$ cat src/rtl/hamming_decoder72_pipe.sv
// Two-stage pipelined (72,64) SECDED decoder with valid/ready handshakes on both
// sides and saturating counters of corrected and uncorrectable words.
// Stage 1 captures raw data, syndrome and overall parity; stage 2 applies the
// correction and registers the result and error flags.
module hamming_decoder72_pipe (
  input  logic        clk,
  input  logic        rst,
  input  logic        in_valid,
  output logic        in_ready,
  input  logic [71:0] codeWord,
  output logic        out_valid,
  input  logic        out_ready,
  output logic [63:0] dataOut,
  output logic        err_single,
  output logic        err_double,
  output logic [6:0]  err_pos,
  input  logic        clr_counts,
  output logic [15:0] ce_count,
  output logic [15:0] de_count
);

  // Pull the 64 data bits out of the non-power-of-two positions 3..71.
  function automatic logic [63:0] extractData(input logic [71:0] cw);
    logic [63:0] d;
    int          j;
    d = '0;
    j = 0;
    for (int i = 1; i < 72; i++) begin
      if ((i & (i - 1)) != 0) begin
        d[j[5:0]] = cw[i[6:0]];
        j++;
      end
    end
    return d;
  endfunction

  // Syndrome: XOR of the indices of every set position 1..71.
  function automatic logic [6:0] syndrome(input logic [71:0] cw);
    logic [6:0] s;
    s = '0;
    for (int i = 1; i < 72; i++) begin
      if (cw[i[6:0]]) s = s ^ i[6:0];
    end
    return s;
  endfunction

  logic        s1Valid_q;
  logic [63:0] s1Data_q, s1Data_d;
  logic [6:0]  s1Syn_q, s1Syn_d;
  logic        s1Par_q, s1Par_d;

  logic        s1Load, s2Load, outFire;
  logic        single_d, double_d;
  logic [6:0]  pos_d;
  logic [71:0] flipMask;
  logic [63:0] corrData_d;

  // Handshake control: stage 2 loads when empty or draining, stage 1 when empty or advancing.
  always_comb begin
    s2Load   = !out_valid || out_ready;
    s1Load   = !s1Valid_q || s2Load;
    in_ready = s1Load;
    outFire  = out_valid && out_ready;
  end

  // Stage 1 combinational decode of the incoming code word.
  always_comb begin
    s1Data_d = extractData(codeWord);
    s1Syn_d  = syndrome(codeWord);
    s1Par_d  = ^codeWord;
  end

  // Stage 1 register: raw data, syndrome, parity and valid bit.
  always_ff @(posedge clk or posedge rst) begin
    if (rst) begin
      s1Valid_q <= 1'b0;
      s1Data_q  <= '0;
      s1Syn_q   <= '0;
      s1Par_q   <= 1'b0;
    end else if (s1Load) begin
      s1Valid_q <= in_valid;
      if (in_valid) begin
        s1Data_q <= s1Data_d;
        s1Syn_q  <= s1Syn_d;
        s1Par_q  <= s1Par_d;
      end
    end
  end

  // Classify the error and build the corrected data word.
  always_comb begin
    single_d = s1Par_q && (s1Syn_q < 7'd72);
    double_d = (!s1Par_q && (s1Syn_q != 7'd0)) || (s1Par_q && (s1Syn_q >= 7'd72));
    pos_d    = single_d ? s1Syn_q : 7'd0;
    flipMask = '0;
    // A syndrome of 0 flips position 0, which carries no data, so data is unchanged.
    if (single_d) flipMask = 72'(1) << s1Syn_q;
    corrData_d = s1Data_q ^ extractData(flipMask);
  end

  // Stage 2 register: corrected data, flags and output valid; held under back-pressure.
  always_ff @(posedge clk or posedge rst) begin
    if (rst) begin
      out_valid  <= 1'b0;
      dataOut    <= '0;
      err_single <= 1'b0;
      err_double <= 1'b0;
      err_pos    <= '0;
    end else if (s2Load) begin
      out_valid <= s1Valid_q;
      if (s1Valid_q) begin
        dataOut    <= corrData_d;
        err_single <= single_d;
        err_double <= double_d;
        err_pos    <= pos_d;
      end
    end
  end

  // Saturating status counters; clear takes priority over a same-cycle increment.
  always_ff @(posedge clk or posedge rst) begin
    if (rst) begin
      ce_count <= '0;
      de_count <= '0;
    end else if (clr_counts) begin
      ce_count <= '0;
      de_count <= '0;
    end else if (outFire) begin
      if (err_single && (ce_count != 16'hFFFF)) ce_count <= ce_count + 16'd1;
      if (err_double && (de_count != 16'hFFFF)) de_count <= de_count + 16'd1;
    end
  end

endmodule

$ cat config.mk
export PLATFORM = sky130hd
export DESIGN_NAME = hamming_decoder72_pipe
export DESIGN_NICKNAME = d
export VERILOG_FILES = /design/src/rtl/hamming_decoder72_pipe.sv
export SDC_FILE = /design/constraint.sdc
export NUM_CORES = 1
export LEC_CHECK = 0
export BUFFER_PORTS_ARGS = -buffer_cell sky130_fd_sc_hd__buf_2
export CAP_MARGIN = 15
export CORE_UTILIZATION = 55
export CTS_BUF_LIST = sky130_fd_sc_hd__clkbuf_16
export CTS_CLUSTER_DIAMETER = 80
export DETAILED_ROUTE_END_ITERATION = 12
export PLACE_DENSITY = 0.8
export RECOVER_POWER = 50
export SYNTH_ARGS = -nofsm -noshare
export SYNTH_HDL_FRONTEND = slang
export SYNTH_SLANG_ARGS = --single-unit
$ cat constraint.sdc
create_clock -name clk -period 6 [get_ports clk]
set_clock_uncertainty 0.1 [all_clocks]
set_input_delay 0.3 -clock clk [delete_from_list [all_inputs] [get_ports clk]]
set_output_delay 0.3 -clock clk [all_outputs]
set_load 0.05 [all_outputs]
==> Yosys cells after proc, flatten, opt, wreduce, memory -nomap -nowiden <==
Cells that the tools add are included.
{ "word_totals": {"output_inout_bits": 107, "word_cells": 189, "ff_bits": 179, "in_bits": 77} }
{ "op_classes": {"muxes": 79, "reduce_logical": 21, "n_lt_le_gt_ge": 2, "eq_ne": 2, "add_sub_neg": 2, "n_bitwise": 71, "shift": 1} }
{ "op_table": {"columns": ["operator", "count"], "rows": [
  ["two-way mux 6 bit", 32],
  ["two-way mux 16 bit", 6],
  ["two-way mux 5 bit", 16],
  ["two-way mux 72 bit", 1],
  ["XOR reduction 72 bit", 1],
  ["left shift 1 x 7 -> 72 bit, first input constant", 1],
  ["NOT 3 bit", 23],
  ["NOT 4 bit", 16],
  ["bitwise XOR 64 bit", 1],
  ["two-way mux 7 bit", 9],
  ["NOT 2 bit", 18],
  ["adder 16 x 1 -> 16 bit, second input constant", 2],
  ["two-way mux 4 bit", 8],
  ["inequality test 16 bit, second input constant", 2],
  ["NOT 5 bit", 6],
  ["two-way mux 3 bit", 4],
  ["AND reduction 2 bit", 4],
  [">= comparator 7 bit, second input constant", 1],
  ["< comparator 7 bit, second input constant", 1],
  ["nonzero test 7 bit", 1],
  ["logical AND 1 bit", 6],
  ["NOT 1 bit, first input constant", 6],
  ["NOT 6 bit", 1],
  ["nonzero test 2 bit", 3],
  ["other kinds (4)", 9]
]} }

==> Depth between registers and ports, before layout <==
Gate-level depths: netlist of run 1.
{ "logic_depth": {"ltp_word": 135, "mapped_depth": 7, "mapped_depth_nobuf": 7} }

==> Worst setup path after synthesis of run 1 <==
Ideal clock, no wire load.
{ "synth_timing": {"path_type": "reg-to-reg", "startpoint": "register out_valid", "endpoint": "register s1Data_q[0]", "arrival_ns": 2.336, "required_time_ns": 5.775, "n_path_buf": 1, "path_stages_with_launch": 5, "setup_time_ns": 0.125, "synth_period_minus_slack_ns": 2.560, "slack_ns": 3.440, "path_cell_list": "dfrtp_1 nand3b_1 nand2_1 buf_1 mux2_2"} }
{ "synth_between": {"elab_chain_cells": 4} }
{ "synth_rtl": {"columns": ["element", "line_no", "text"], "rows": [
  ["start: declaration", "11", "output logic out_valid,"],
  ["start signal: assignment", "110", "out_valid <= s1Valid_q;"],
  ["logical NOT 1 bit", "60", "s2Load = !out_valid || out_ready;"],
  ["logical OR 1 bit", "60", null],
  ["logical OR 1 bit", "61", "s1Load = !s1Valid_q || s2Load;"],
  ["net in_ready", "9", "output logic in_ready,"],
  ["AND reduction 2 bit (no line)", null, null],
  ["end signal: assignment", "83", "s1Data_q <= s1Data_d;"],
  ["end: declaration", "48", "logic [63:0] s1Data_q, s1Data_d;"]
]} }
The timed path passes the listed nets, and every way through them passes these cells.
A chain may end at the register's enable or synchronous reset.

==> Worst setup path in the final report of run 1 <==
{ "layout_timing": {"startpoint": "register out_valid", "endpoint": "register err_pos[2]"} }
{ "layout_between": {"elab_chain_cells": 3} }
{ "layout_rtl": {"columns": ["element", "line_no", "text"], "rows": [
  ["logical NOT 1 bit", "60", null],
  ["logical OR 1 bit", "60", null],
  ["AND reduction 2 bit (no line)", null, null],
  ["end signal: assignment", "115", "err_pos <= pos_d;"],
  ["end: declaration", "16", "output logic [6:0] err_pos,"]
]} }
Every way passes these cells.

==> results of run 1 <==
synthesized netlist by cell type (all sizes together), types with 5 or more instances:
master  instances  share of area, %
nor4            5              0.34
mux2           64               7.9
xor2           66               6.3
or3             6              0.41
buf             6              0.25
clkbuf         29               1.2
dfrtp         179                49
a21oi           9              0.49
inv             7              0.29
nand2b          7              0.48
o21ai          82               4.5
xnor2         139                13
and3            9              0.61
nand2         131               5.4
nor2           62               2.5
nand4           8              0.55
a22o            5              0.48
xnor3          10               2.5
nand3          15              0.82
nor3           10              0.55
power by group:
part	internal, W	switching (W)
registers	0.00142	0.000215
logic	0.000518	0.00100
clock network	0.000541	0.000517
per-stage QoR:
stage / total power (W) / worst slack, ps / hold WS (ps)
floorplan: 0.002775 / 741.4 / 263.1
CTS: 0.004245 / 3601 / 8.540
global route: 0.004398 / 2545 / 20.11
global placement: 0.003151 / 3594 / 357.9
finish: 0.004214 / 2934 / -30.33
detailed placement: 0.003191 / 3552 / 365.0
state kept, by name (all words and copies together) (netlist names):
signal and cells:
dataOut 64, s1Data_q 64, ce_count 16, de_count 16
err_pos 7, s1Syn_q 7, err_double 1, err_single 1
out_valid 1, s1Par_q 1, s1Valid_q 1
logic make-up after synthesis:
logic type / Yosys count / synth area share, %
buffers and inverters: 42 / 1.721
adders and majority gates: 2 / 0.2731
muxes: 66 / 8.086
AOI/OAI and AO/OA: 100 / 5.778
DFF: 179 / 48.90
and+or+nand+nor: 270 / 13.09
xor gates and xnor gates: 215 / 22.16
layout make-up:
type / instances / area (sq um)
fill: 1298 / 5390
multi-input combinational: 653 / 4531
sequential: 179 / 4479
timing repair buffer: 186 / 805.8
clock buffer: 17 / 425.4
tap: 216 / 270.3
clock inverter: 15 / 125.1
inverter: 7 / 31.28
final timing paths:
| kind | startpoint | to | slack, ps | cells past startpoint |
|---|---|---|---|---|
| max | out_valid | err_pos[2] | 2930 | 5 |
| min | rst | dataOut[35] | -30 | 2 |
| max reg2reg | out_valid | err_pos[2] | 2930 | 5 |
| min reg2reg | dataOut[34] | dataOut[34] | 380 | 2 |
| max in group asynchronous | rst | dataOut[61] | 4390 | 3 |
| min in group clk | codeWord[12] | s1Data_q[7] | 20 | 2 |
layer usage:
layer	track usage, %	part of all wire, %	vias up
li1	-	-	3254
met2	45.00	46	286
met4	13.39	4.0	0
met3	5.317	6.7	69
met5	0	0	-
met1	39.04	43	3320
worst reg2reg max path: stages, from the launching register on:
cell	delay, ps
dfrtp_1	430
nand2b_1	100
nand2_1	1040
buf_4	770
nor2_1	270
a22o_1	240
timing repair:
action,CTS,global route
hold endpoints to repair,1,0
endpoints found under the setup margin,0,0
hold buffers,1,0
==> results.py, run 1 <==
metrics = {
    "status": {
        "status": "complete, but fails checks",
        "violations": "hold timing",
    },
    "yosys": {
        "synth-edff-count": 0,
        "synth.avg_cell_area_sq_um": 10.48,
        "ys_types": 38,
        "synth_seq_area_share_pct": 48.90,
        "synth_seq_cells": 179,
        "synthArstFlopShare_pct": 100.0,
        "synthCells": 874,
        "synth_fp_nets": 953,
        "synth_area_sq_um": 9160,
        "synth_ff_type": "dfrtp_1",
        "ys_warn_count": 0,
    },
    "critical_path": {
        "critPathRequiredTime_ps": 6230,
        "path_class": "reg2reg",
        "crit_chain": "nand2b_1 -> nand2_1 -> buf_4 -> nor2_1 -> a22o_1",
        "max_stage_delay_ps": 1040,
        "crit_fanout": 89,
        "crit_buf_inv": 1,
        "end_kind": "register",
        "cp.arrival_ps": 3290,
        "crit_path_start_kind": "register",
        "worst_path_max_delay_cell": "nand2_1",
        "path_delay_family": "simple AND/OR/NAND/NOR gates",
    },
    "global_routing": {
        "grt.total_usage_pct": 28.75,
        "grt_pass1_vias": 6720,
        "antenna_found_initial": 0,
        "gr-total-overflow": 0,
        "grt_max_degree": 110,
        "grt_pass1_wl_um": 36010,
    },
    "clock_tree": {
        "post_cts_buffers": 0,
        "cts_buffer_depth": 2,
        "clockRootBuffer": "clkbuf_16",
        "clk_latency_ps": 440,
        "h-tree-depth": 4,
        "cts.sinks": 179,
        "cts_tree": "built",
        "numCtsBuffers": 17,
        "path_clk_slew_ps": 70,
        "cts_resized": 0,
    },
    "routing": {
        "avgRoutedWirePerCell_um": 18.40,
        "viasPerCell": 5.443,
        "drt_iter0_drc": 549,
        "drtPass1Iterations": 5,
        "drt_wl_total_um": 23420,
        "drtAntennaViolNets": 0,
        "drc": 0,
        "num_vias": 6929,
    },
    "worst_hold_path": {
        "hp-class": "in2async",
    },
    "placed_design": {
        "dp_hpwl_um": 16650,
        "dpl_cell_area_sq_um": 10250,
        "port_buffers": 183,
        "gp_congestion": 0.9018,
        "dp_cells": 1240,
    },
    "die": {
        "start_util_pct": 57.04,
        "core-area_sq_um": 16060,
        "row_count": 46,
        "die_height_um": 131.1,
        "ioPinCount": 184,
        "dieArea_sq_um": 17170,
        "die_x_um": 131.1,
    },
    "cells_and_area": {
        "layout_common_cells": "dfrtp_1 (179), xnor2_1 (138), nand2_1 (130), clkbuf_1 (108), o21ai_0 (81)",
        "stdcell_count": 1273,
        "design_area_sq_um": 10670,
        "drive_above_1_share_pct": 16.84,
        "diodes": 0,
        "final_util_pct": 66.43,
        "final_common_cell": "dfrtp_1",
        "syn2layout_area_growth_pct": 16.46,
        "fin_nets": 1123,
    },
    "sta": {
        "finalMaxSlewViolations": 0,
        "rsz0062_at_grt": "false",
        "finalSetupTns_ps": 0,
        "finalHoldViolations": 6,
        "finalCritPeriodShare_pct": 51.10,
        "min_period_ps": 3066,
        "whs_ps": -30.33,
        "slew_headroom_pct": 3.359,
        "setup_violations": 0,
        "tightest_slew_ps": 1446,
        "timing.fmax_mhz": 326.2,
    },
    "pwr": {
        "powerDensity_nw_per_um2": 395.0,
        "leakagePower_nw": 4.399,
        "ir_drop_mv": 0.2711,
    },
    "flow_run": {
        "cap_violations": 0,
    },
}
Note: power is estimated with default switching activity, not from simulation.
==> run 2, diff against run 1 <==
--- a/config.mk
+++ b/config.mk
@@ -7,11 +7,11 @@
 export LEC_CHECK = 0
 export BUFFER_PORTS_ARGS = -buffer_cell sky130_fd_sc_hd__buf_2
 export CAP_MARGIN = 15
-export CORE_UTILIZATION = 55
+export CORE_UTILIZATION = 50
 export CTS_BUF_LIST = sky130_fd_sc_hd__clkbuf_16
 export CTS_CLUSTER_DIAMETER = 80
 export DETAILED_ROUTE_END_ITERATION = 12
-export PLACE_DENSITY = 0.8
+export PLACE_DENSITY = 0.76
 export RECOVER_POWER = 50
 export SYNTH_ARGS = -nofsm -noshare
 export SYNTH_HDL_FRONTEND = slang
==> constraint.sdc (replaced) <==
create_clock -name clk -period 2.75 [get_ports clk]
set_clock_uncertainty 0.1 [all_clocks]
set_input_delay 0.1375 -clock clk [delete_from_list [all_inputs] [get_ports clk]]
set_output_delay 0.1375 -clock clk [all_outputs]
set_load 0.05 [all_outputs]
==> results.py, run 2 (synthesized netlist as in run 1, its figures left out) <==
metrics = {
    "critical_path": {
        "path_delay_family": "simple AND/OR/NAND/NOR gates",
        "worst_path_max_delay_cell": "dfrtp_1",
        "cp.arrival_ps": 2530,
        "crit_fanout": 16,
        "reg2reg_to": "dataOut[30]",
        "path_class": "reg2reg",
        "crit_buf_inv": 0,
        "crit_chain": "nand2b_1 -> nor2_1 -> nand2_1 -> xor2_1 -> o21ai_0",
        "crit_cells": 5,
        "max_stage_delay_ps": 550,
        "crit_path_start_kind": "register",
        "r2r_cells": 5,
        "r2r_slack_ps": 400,
        "critPathRequiredTime_ps": 2930,
        "r2r-start": "s1Syn_q[3]",
        "end_kind": "register",
    },
    "placed_design": {
        "dp_hpwl_um": 16880,
        "port_buffers": 183,
        "gp_congestion": 0.8915,
    },
    "pwr": {
        "ir_drop_mv": 0.6218,
        "pwr-share-seq_pct": 37.6,
        "powerDensity_nw_per_um2": 818.7,
        "clkPwrFrac_pct": 25.8,
        "power_frac_comb_pct": 36.6,
        "switching_share_pct": 39.67,
        "intPower_w": 0.005695,
        "leakagePower_nw": 4.970,
        "power_switching_w": 0.003746,
    },
    "sta": {
        "timing.fmax_mhz": 424.7,
        "setup_violations": 0,
        "finalHoldViolations": 0,
        "finalMaxSlewViolations": 132,
        "min_period_ps": 2354,
        "finalCritPeriodShare_pct": 85.62,
        "slew_headroom_pct": -19.88,
        "rsz0062_at_grt": "false",
        "whs_ps": 30.64,
        "finalSetupTns_ps": 0,
        "tightest_slew_ps": 1798,
    },
    "worst_hold_path": {
        "min_path_cells": 3,
        "holdPathEnd": "out_valid",
        "hp-class": "in2reg",
        "min_from": "out_ready",
    },
    "cells_and_area": {
        "fin_nets": 1197,
        "layout_common_cells": "dfrtp_1 (179), xnor2_1 (138), buf_2 (132), nand2_1 (129), o21ai_0 (81)",
        "multi_input_area_sq_um": 4538,
        "top_regs": "dataOut: 64 flops, s1Data_q: 64 flops",
        "final_common_cell": "dfrtp_1",
        "fillers": 1409,
        "diodes": 0,
        "syn2layout_area_growth_pct": 25.90,
        "drive_above_1_share_pct": 21.66,
        "regArea_sq_um": 4479,
    },
    "die": {
        "row_count": 49,
        "die_x_um": 137.4,
        "core-area_sq_um": 17960,
        "die_height_um": 137.4,
        "start_util_pct": 50.99,
        "ioPinCount": 184,
        "dieArea_sq_um": 18870,
    },
    "global_routing": {
        "antenna_found_initial": 0,
        "grt.total_usage_pct": 27.12,
        "grt_max_degree": 132,
        "grt_pass1_vias": 7104,
        "grt_pass1_wl_um": 37730,
        "gr-total-overflow": 0,
    },
    "routing": {
        "avgRoutedWirePerCell_um": 18.18,
        "drc": 0,
        "drtPass1Iterations": 5,
        "drt_wl_total_um": 24720,
        "viasPerCell": 5.349,
        "num_vias": 7274,
        "drtAntennaViolNets": 0,
        "drt_iter0_drc": 379,
    },
    "clock_tree": {
        "holdBufCountCts": 66,
        "cts_tree": "built",
        "cts.sinks": 179,
        "cts_resized": 0,
        "post_cts_buffers": 0,
        "h-tree-depth": 4,
        "cts_buffer_depth": 2,
        "numCtsBuffers": 17,
        "path_clk_slew_ps": 70,
        "clockRootBuffer": "clkbuf_16",
        "clk_latency_ps": 430,
    },
    "status": {
        "status": "complete, but fails checks",
        "violations": "capacitance limit, slew limit",
    },
    "flow_run": {
        "cap_violations": 1,
    },
}
run 2: routing by layer:
layer  vias to the layer above  part of all wire, %  wire, um  global-route usage (%)
met5                         -                    0         0                       0
met4                         0                  3.1       762                   11.23
met3                        52                  6.1      1511                   4.599
met2                       280                   49     12130                   44.87
met1                      3549                   42     10310                   35.29
li1                       3393                    -         -                       -
run 2: final cells by class:
type | count | area share [%]
clock buffer | 17 | 3.689
clock inverter | 15 | 1.367
inverter | 7 | 0.2387
multi-input combinational | 653 | 39.35
sequential | 179 | 38.84
tap | 229 | 2.485
timing repair buffer | 260 | 14.03
run 2: worst max-delay path by stage:
stage / from / to / slack (ps)
2_1_floorplan: out_valid / s1Data_q[0] / 190
3_3_place_gp: de_count[0] / de_count[12] / 590
3_5_place_dp: de_count[0] / de_count[12] / 510
4_1_cts: codeWord[51] / s1Syn_q[1] / 450
5_1_grt: rst / dataOut[33] / 210
6_report: s1Syn_q[3] / dataOut[30] / 400
run 2: power by group through the flow:
stage               logic [W]  registers (W)  clock network, W
finish                0.00345        0.00355           0.00244
CTS                   0.00349        0.00353           0.00246
global placement      0.00334        0.00355                 0
detailed placement    0.00340        0.00357                 0
global route          0.00367        0.00361           0.00257
floorplan             0.00170        0.00435                 0
run 2: metrics by stage:
| stage | cells | util [%] | setup slack [ps] | cell area [sq um] | total power [W] |
|---|---|---|---|---|---|
| global placement | 1262 | 57.73 | 588.2 | 10370 | 0.006896 |
| global route | 1360 | 64.20 | 206.7 | 11530 | 0.009848 |
| CTS | 1360 | 64.65 | 445.4 | 11610 | 0.009475 |
| floorplan | 874 | - | 189.6 | 9164 | 0.006056 |
| finish | 1360 | 64.20 | 395.5 | 11530 | 0.009441 |
| detailed placement | 1262 | 57.73 | 510.6 | 10370 | 0.006972 |
run 2: worst register-to-register path: stages (launching register included):
cell and delay (ps):
dfrtp_1 550, nand2b_1 310, nor2_1 490, nand2_1 190, xor2_1 180, o21ai_0 390
==> run 3, diff against run 2 <==
--- a/config.mk
+++ b/config.mk
@@ -7,11 +7,11 @@
 export LEC_CHECK = 0
 export BUFFER_PORTS_ARGS = -buffer_cell sky130_fd_sc_hd__buf_2
 export CAP_MARGIN = 15
-export CORE_UTILIZATION = 50
+export CORE_UTILIZATION = 55
 export CTS_BUF_LIST = sky130_fd_sc_hd__clkbuf_16
 export CTS_CLUSTER_DIAMETER = 80
 export DETAILED_ROUTE_END_ITERATION = 12
-export PLACE_DENSITY = 0.76
+export PLACE_DENSITY = 0.8
 export RECOVER_POWER = 50
 export SYNTH_ARGS = -nofsm -noshare
 export SYNTH_HDL_FRONTEND = slang
==> constraint.sdc (replaced) <==
create_clock -name clk -period 2.9 [get_ports clk]
set_clock_uncertainty 0.1 [all_clocks]
set_input_delay 0.145 -clock clk [delete_from_list [all_inputs] [get_ports clk]]
set_output_delay 0.145 -clock clk [all_outputs]
set_load 0.05 [all_outputs]
==> results.py, run 3 (synthesized netlist as in run 1, its figures left out) <==
metrics = {
    "pwr": {
        "intPower_w": 0.005355,
        "leakagePower_nw": 4.821,
        "power_switching_w": 0.003508,
        "total_power_w": 0.008863,
        "ir_drop_mv": 0.5512,
        "clkPwrFrac_pct": 25.4,
        "pwr-share-seq_pct": 38.0,
        "powerDensity_nw_per_um2": 774.5,
        "power_frac_comb_pct": 36.6,
        "switching_share_pct": 39.58,
    },
    "placed_design": {
        "port_buffers": 183,
        "dp_hpwl_um": 16650,
        "gp_congestion": 0.9066,
        "pre_cts_ws_ps": 688.4,
    },
    "critical_path": {
        "path_delay_family": "XOR/XNOR gates",
        "crit_chain": "dlygate4sd3_1 -> buf_2 -> xor2_1 -> xnor2_1 -> xnor3_1 -> xnor2_1 -> xnor3_1 -> o21ai_0",
        "worst_path_max_delay_cell": "dlygate4sd3_1",
        "crit_buf_inv": 2,
        "crit_fanout": 3,
        "reg2reg_to": "de_count[12]",
        "end_kind": "register",
        "path_class": "in2reg",
        "r2r_slack_ps": 660,
        "cp.arrival_ps": 2610,
        "crit_path_start_kind": "primary input",
        "r2r_cells": 6,
        "max_stage_delay_ps": 550,
        "critPathRequiredTime_ps": 3150,
        "crit_cells": 8,
        "r2r-start": "de_count[1]",
    },
    "clock_tree": {
        "clk_latency_ps": 430,
        "h-tree-depth": 4,
        "cts.sinks": 179,
        "path_clk_slew_ps": 60,
        "clockRootBuffer": "clkbuf_16",
        "numCtsBuffers": 17,
        "cts_buffer_depth": 2,
        "cts_resized": 0,
        "holdBufCountCts": 66,
        "cts_tree": "built",
        "post_cts_buffers": 0,
    },
    "routing": {
        "drc": 0,
        "drtPass1Iterations": 5,
        "viasPerCell": 5.445,
        "drt_iter0_drc": 719,
        "num_vias": 7335,
        "avgRoutedWirePerCell_um": 18.20,
        "drt_wl_total_um": 24520,
        "drtAntennaViolNets": 0,
    },
    "sta": {
        "finalSetupTns_ps": 0,
        "whs_ps": 53.20,
        "min_period_ps": 2355,
        "timing.fmax_mhz": 424.6,
        "finalMaxSlewViolations": 0,
        "finalHoldViolations": 0,
        "fin_ws_ps": 544.6,
        "finalCritPeriodShare_pct": 81.22,
        "setup_violations": 0,
        "slew_headroom_pct": 21.77,
        "rsz0062_at_grt": "false",
        "tightest_slew_ps": 1167,
    },
    "global_routing": {
        "grt.total_usage_pct": 30.00,
        "antenna_found_initial": 0,
        "grt_pass1_wl_um": 37750,
        "grt_pass1_vias": 7108,
        "grt_max_degree": 81,
        "gr-total-overflow": 0,
    },
    "cells_and_area": {
        "fin_nets": 1197,
        "diodes": 0,
        "layout_common_cells": "dfrtp_1 (179), xnor2_1 (138), nand2_1 (129), buf_2 (94), clkbuf_1 (89)",
        "drive_above_1_share_pct": 18.04,
        "final_util_pct": 71.26,
        "syn2layout_area_growth_pct": 24.93,
        "final_common_cell": "dfrtp_1",
        "top_regs": "dataOut: 64 flops, s1Data_q: 64 flops",
    },
    "die": {
        "die_height_um": 131.1,
        "start_util_pct": 57.04,
        "die_x_um": 131.1,
        "ioPinCount": 184,
        "core-area_sq_um": 16060,
        "dieArea_sq_um": 17170,
        "row_count": 46,
    },
    "flow_run": {
        "cap_violations": 0,
    },
    "worst_hold_path": {
        "hp-class": "in2reg",
        "min_from": "out_ready",
        "holdPathEnd": "out_valid",
        "min_path_cells": 3,
    },
    "status": {
        "status": "complete, no violations",
    },
}
-- run 3: changes by cell type in the layout (fill, tap and decap cells not counted), sizes merged --
cell    delta
clkbuf    +38
clkinv     -1
buf       -38
inv        +1
-- run 3: metal layers --
metal | routed length [um] | vias to the layer above | GRT usage [%]
met5 | 0 | - | 0
met2 | 11600 | 305 | 47.40
met4 | 940 | 0 | 14.33
met1 | 10320 | 3575 | 39.47
li1 | - | 3398 | -
met3 | 1662 | 57 | 6.615
-- run 3: worst max-delay path by stage --
stage            startpoint      endpoint  slack (ps)
6_report       codeWord[59]    s1Syn_q[1]         540
4_1_cts        codeWord[63]    s1Syn_q[1]         610
5_1_grt                 rst   s1Data_q[4]         240
3_5_place_dp    de_count[1]  de_count[12]         690
2_1_floorplan     out_valid   s1Data_q[0]         340
3_3_place_gp    de_count[0]  de_count[12]         730
-- run 3: layout make-up --
type	count	area (sq um)
Clock inverter	15	142.6
Fill cell	1195	4614
Inverter	7	27.53
Multi-Input combinational cell	653	4538
Sequential cell	179	4479
Tap cell	216	270.3
Timing Repair Buffer	260	1560
Clock buffer	17	425.4
-- run 3: power by group through the flow --
stage | logic (W) | clock network, W | registers, W
floorplan | 0.00162 | 0 | 0.00413
global placement | 0.00316 | 0 | 0.00336
detailed placement | 0.00321 | 0 | 0.00339
CTS | 0.00330 | 0.00228 | 0.00335
global route | 0.00345 | 0.00238 | 0.00343
finish | 0.00324 | 0.00225 | 0.00337
-- run 3: per-stage QoR --
step,cell area [sq um],instances
global route,11440,1347
floorplan,9164,874
CTS,11580,1347
global placement,10350,1249
finish,11440,1347
detailed placement,10350,1249
-- run 3: tightest hold or removal path, cell delays in order --
cell and delay (ps):
buf_2 140, nand2b_1 190, nand2b_1 70
